### src/rtl/cpu_pkg.sv
// Shared core widths and the reorder-buffer entry layout.
package cpu_pkg;

  localparam int unsigned PREG_WIDTH = 6;
  localparam int unsigned AREG_WIDTH = 5;
  localparam int unsigned ROB_DEPTH  = 16;
  localparam int unsigned IDX_WIDTH  = $clog2(ROB_DEPTH);
  localparam int unsigned PTR_WIDTH  = IDX_WIDTH + 1;
  localparam int unsigned PC_WIDTH   = 12;

  typedef struct packed {
    logic                  valid;
    logic                  done;
    logic                  reg_write;
    logic [AREG_WIDTH-1:0] ard;
    logic [PREG_WIDTH-1:0] prd;
    logic [PREG_WIDTH-1:0] old_prd;
    logic [PC_WIDTH-1:0]   pc;
  } rob_entry_t;

endpackage

### src/rtl/rob_ptr_ctrl.sv
// Head/tail pointers with a wrap bit; derives full, empty and occupancy.
module rob_ptr_ctrl
  import cpu_pkg::*;
(
  input  logic                 clk,
  input  logic                 rst,
  input  logic                 alloc_en,
  input  logic                 retire_en,
  output logic [IDX_WIDTH-1:0] head_idx,
  output logic [IDX_WIDTH-1:0] tail_idx,
  output logic                 full,
  output logic                 empty,
  output logic [PTR_WIDTH-1:0] count
);

  logic [PTR_WIDTH-1:0] head;
  logic [PTR_WIDTH-1:0] tail;

  // Advance pointers; the extra MSB toggles on every wrap.
  always_ff @(posedge clk or negedge rst) begin
    if (!rst) begin
      head <= '0;
      tail <= '0;
    end else begin
      if (alloc_en)  tail <= tail + PTR_WIDTH'(1);
      if (retire_en) head <= head + PTR_WIDTH'(1);
    end
  end

  assign head_idx = head[IDX_WIDTH-1:0];
  assign tail_idx = tail[IDX_WIDTH-1:0];
  assign empty    = (head == tail);
  assign full     = (head[IDX_WIDTH-1:0] == tail[IDX_WIDTH-1:0]) &&
                    (head[IDX_WIDTH] != tail[IDX_WIDTH]);
  assign count    = tail - head;

endmodule

### src/rtl/reorder_buffer.sv
// In-order retirement buffer: allocate at tail, complete by index, retire from head
// and hand the old physical tag back to the free pool.
module reorder_buffer
  import cpu_pkg::*;
(
  input  logic                  clk,
  input  logic                  rst,
  input  logic                  alloc_valid,
  input  logic                  alloc_reg_write,
  input  logic [AREG_WIDTH-1:0] alloc_ard,
  input  logic [PREG_WIDTH-1:0] alloc_prd,
  input  logic [PREG_WIDTH-1:0] alloc_old_prd,
  input  logic [PC_WIDTH-1:0]   alloc_pc,
  output logic                  alloc_ready,
  output logic [IDX_WIDTH-1:0]  alloc_idx,
  input  logic                  complete_valid,
  input  logic [IDX_WIDTH-1:0]  complete_idx,
  output logic                  retire_valid,
  output logic [AREG_WIDTH-1:0] retire_ard,
  output logic [PREG_WIDTH-1:0] retire_prd,
  output logic [PC_WIDTH-1:0]   retire_pc,
  output logic                  rob_push,
  output logic [PREG_WIDTH-1:0] rob_free_reg,
  output logic                  full,
  output logic                  empty,
  output logic [PTR_WIDTH-1:0]  count
);

  rob_entry_t           entries [ROB_DEPTH];
  rob_entry_t           head_entry;
  rob_entry_t           new_entry;
  logic [IDX_WIDTH-1:0] head_idx;
  logic [IDX_WIDTH-1:0] tail_idx;
  logic                 alloc_en;
  logic                 retire_en;

  rob_ptr_ctrl u_ptr (
    .clk       (clk),
    .rst       (rst),
    .alloc_en  (alloc_en),
    .retire_en (retire_en),
    .head_idx  (head_idx),
    .tail_idx  (tail_idx),
    .full      (full),
    .empty     (empty),
    .count     (count)
  );

  // Accept/retire decisions use pre-edge state; an empty ROB has an invalid head.
  always_comb begin
    head_entry           = entries[head_idx];
    alloc_en             = alloc_valid && !full;
    retire_en            = head_entry.valid && head_entry.done;
    new_entry            = '0;
    new_entry.valid      = 1'b1;
    new_entry.done       = 1'b0;
    new_entry.reg_write  = alloc_reg_write;
    new_entry.ard        = alloc_ard;
    new_entry.prd        = alloc_prd;
    new_entry.old_prd    = alloc_old_prd;
    new_entry.pc         = alloc_pc;
  end

  assign alloc_ready = !full;
  assign alloc_idx   = tail_idx;

  // Entry array: completion marks done, retire clears valid, allocation writes the tail.
  always_ff @(posedge clk or negedge rst) begin
    if (!rst) begin
      for (int i = 0; i < ROB_DEPTH; i++) entries[i] <= '0;
    end else begin
      if (complete_valid && entries[complete_idx].valid) entries[complete_idx].done <= 1'b1;
      if (retire_en) entries[head_idx].valid <= 1'b0;
      if (alloc_en)  entries[tail_idx] <= new_entry;
    end
  end

  // Registered retire strobe and free-pool push; data holds when idle. Tag 0 is never freed.
  always_ff @(posedge clk or negedge rst) begin
    if (!rst) begin
      retire_valid <= 1'b0;
      retire_ard   <= '0;
      retire_prd   <= '0;
      retire_pc    <= '0;
      rob_push     <= 1'b0;
      rob_free_reg <= '0;
    end else begin
      retire_valid <= retire_en;
      rob_push     <= retire_en && head_entry.reg_write && (head_entry.old_prd != '0);
      if (retire_en) begin
        retire_ard   <= head_entry.ard;
        retire_prd   <= head_entry.prd;
        retire_pc    <= head_entry.pc;
        rob_free_reg <= head_entry.old_prd;
      end
    end
  end

endmodule

### config.mk
export PLATFORM = sky130hd
export DESIGN_NAME = reorder_buffer
export DESIGN_NICKNAME = d
export VERILOG_FILES = /design/src/rtl/cpu_pkg.sv /design/src/rtl/rob_ptr_ctrl.sv /design/src/rtl/reorder_buffer.sv
export SDC_FILE = /design/constraint.sdc
export NUM_CORES = 1
export LEC_CHECK = 0
export ABC_AREA = 1
export BUFFER_PORTS_ARGS = -buffer_cell sky130_fd_sc_hd__clkbuf_2
export CORE_UTILIZATION = 40
export CTS_CLUSTER_SIZE = 14
export DETAILED_ROUTE_END_ITERATION = 12
export GPL_TIMING_DRIVEN = 0
export PLACE_DENSITY = 0.64
export REMOVE_ABC_BUFFERS = 1
export SLEW_MARGIN = 25
export SYNTH_ARGS = -nofsm -noshare
export SYNTH_HDL_FRONTEND = slang
export SYNTH_SLANG_ARGS = --single-unit
### constraint.sdc
create_clock -name clk -period 7.45 [get_ports clk]
set_clock_uncertainty 0.2 [all_clocks]
set_input_delay 1.8625 -clock clk [delete_from_list [all_inputs] [get_ports clk]]
set_output_delay 1.8625 -clock clk [all_outputs]
set_load 0.02 [all_outputs]
==> impl_metrics.json <==
{
  "fin_util_pct": 45.2,
  "ios": 81,
  "cts_setup_buffers": 0,
  "power_switching_mw": 5.30,
  "synth_top_family_by_area": "simple AND/OR/NAND/NOR gates",
  "synth_area_sq_um": 25500,
  "syn2layout_area_growth_pct": 11.7,
  "synth_fa_ha_area_share_pct": 0.669,
  "die_y_um": 254,
  "critPathMaxFanout": 76,
  "die_w_um": 254,
  "ir_worst_vdd_uv": 263,
  "max_cap_violations": 0,
  "muxShareOfSynthArea_pct": 0,
  "status": "complete, no violations",
  "required_ns": 5.39,
  "start_util_pct": 40.4,
  "synth_warnings": 0,
  "ys_types": 34,
  "dr_total_vias": 20600,
  "grt_usage_pct": 22.1,
  "layout_setup_ws_ns": 1.81,
  "synth_top_area_share_pct": 54.4,
  "sw_frac_of_total_pct": 40.3,
  "place_ws_ns": 2.37,
  "antenna_found_initial": 0,
  "wl_um": 69700,
  "cts_resized": 0,
  "slew-limit-headroom_pct": 37.1,
  "grt_overflow": 0,
  "grt_pass1_vias": 19300,
  "die_area_sq_um": 64600,
  "avgSynthCellArea_sq_um": 8.21,
  "seqPwrFrac_pct": 38.3,
  "drt_pass1_iterations": 5,
  "endpoint_kind": "output pin",
  "rsz0062_at_grt": "no",
  "combPwrFrac_pct": 39.4,
  "clkSinkCount": 553,
  "io_buffer_count": 80,
  "drtIter0Drc": 1872,
  "grt_pass1_wl_um": 112000,
  "synth-xor-area-share_pct": 0.344,
  "start_kind": "flip-flop",
  "seq_area_frac_synth_pct": 54.4,
  "grt_max_degree": 99,
  "dpl-instance-area_sq_um": 26500,
  "mostFrequentLayoutCell": "nand2_1",
  "yosys.area.top_type": "dfrtp_1",
  "stdcell_area_sq_um": 28400,
  "setup_violations": 0,
  "cts.clk_slew.worst_paths_ns": 0.06,
  "cts_hold_buf": 0,
  "finalPower_mw": 13.2,
  "hp-class": "flip-flop to flip-flop",
  "max_freq_mhz": 177,
  "synth-seq-cells": 553,
  "synth_compound_area_share_pct": 16.9,
  "vias_per_cell": 5.24,
  "power-per-cell-area_nw_per_um2": 463,
  "cts_tree": "yes",
  "yosys-top-cells-area": "dfrtp_1 54%, nand2_1 14%, o21ai_0 12%, nor2_1 3.5%, o22ai_1 2.3%",
  "cts-root-buf": "clkbuf_16",
  "hpwl_um": 37100,
  "regMostFlops": "entries",
  "antenna_cells": 0,
  "crit_type": "flip-flop to output pin",
  "synthSimpleGateAreaFrac_pct": 20.9,
  "intPower_mw": 7.86,
  "fin_crit_ns": 5.64,
  "crit_arrival_ns": 3.57,
  "top_regs": "entries x512, retire_pc x12",
  "largest_reg_flops": 512,
  "drive_above_1_share_pct": 9.06,
  "clockBufferDepth": 3,
  "tightest_slew_ns": 0.942,
  "cts-htree-levels": 2,
  "core_sq_um": 63000,
  "wl_per_cell_um": 17.8,
  "slew_viol_final": 0,
  "insertion_delay_ns": 0.62,
  "ant_nets": 0,
  "cts_buffers": 58,
  "p_leak_nw": 13.6,
  "fin_nets": 3085,
  "synthCells": 3102,
  "mostFrequentLayoutCells": "943 x nand2_1, 603 x o21ai_0, 551 x dfrtp_1",
  "fin_crit_sh_pct": 75.7,
  "gp_congestion": 0.781,
  "drc_errors": 0,
  "clkPwrFrac_pct": 22.3,
  "num_rows": 92,
  "hold_violations": 0
}
==> path summary, 6_finish.rpt <==
check	start	to	slack, ns	depth (start not counted)
min in group asynchronous	rst	entries[174]$_DFFE_PN0P_	0.98	1
worst max register to register	u_ptr.head[1]$_DFFE_PN0N_	entries[487]$_DFFE_PN0P_	2.29	11
worst max-delay path	u_ptr.head[1]$_DFFE_PN0N_	full	1.81	9
worst min register to register	entries[383]$_DFF_PN0_	entries[383]$_DFF_PN0_	0.27	2
worst min-delay path	entries[383]$_DFF_PN0_	entries[383]$_DFF_PN0_	0.27	2
max in group asynchronous	rst	entries[361]$_DFFE_PN0P_	4.53	4
==> worst max-delay path, cell delays in order, from the launching register on <==
cell and delay [ns]:
dfrtp_4 0.75, buf_16 0.32, buf_16 0.28, inv_8 0.20, buf_16 0.32, ha_1 0.36, nand4_1 0.12, or2_4 0.30
inv_1 0.06, clkbuf_2 0.15
==> Yosys cell counts (all sizes together) <==
| master | count |
|---|---|
| a21boi | 1 |
| a21oi | 19 |
| buf | 111 |
| clkbuf | 122 |
| dfrtp | 553 |
| fa | 1 |
| ha | 12 |
| inv | 159 |
| nand2 | 968 |
| nand3 | 73 |
| nand4 | 25 |
| nor2 | 237 |
| nor3 | 14 |
| o211ai | 9 |
| o21ai | 695 |
| o22ai | 92 |
| or2 | 1 |
| xnor2 | 4 |
| xor2 | 6 |
==> cell type report <==
class	count	area, sq um
clock buffer	92	1740
clock inverter	14	180
tap	846	1060
multi-input combinational	2157	9910
timing repair buffer	105	1060
fill	6275	34500
inverter	159	641
sequential	553	13800
==> per-layer routing <==
| metal | GRT usage [%] | up-vias | part of all wire, % |
|---|---|---|---|
| met5 | 0 | - | 0 |
| met4 | 6.80 | 0 | 2.6 |
| met3 | 2.54 | 114 | 5.5 |
| met2 | 34.1 | 568 | 44 |
| met1 | 32.6 | 9919 | 48 |
| li1 | - | 9977 | - |
==> logic make-up (layout without fill, tap and decap cells) <==
group	count (synthesis)	in the layout
adder cells (fa/ha/maj)	13	13
flip-flops	553	553
buffers and inverters	392	370
XOR/XNOR	10	10
AND/OR/NAND/NOR	1318	1318
AO/OA/AOI/OAI	816	816
==> through the flow <==
step / cells / hold slack [ns] / TNS (ns)
after CTS: 3926 / 0.276 / 0
after global placement: 3795 / 0.256 / -8763.89
after global routing: 3926 / 0.289 / 0
after detailed placement: 3820 / 0.261 / 0
after floorplan: 2869 / 0.242 / -187.25
final: 3926 / 0.270 / 0
==> power by group through the flow <==
stage	combinational, mW	sequential, mW	clock, mW
finish	5.18	5.04	2.94
global route	5.90	5.21	3.12
CTS	5.19	5.04	3.00
detailed placement	5.17	5.07	0
global placement	4.75	5.35	0
floorplan	3.37	5.13	0
No activity file was read; power rests on OpenSTA's default activity.
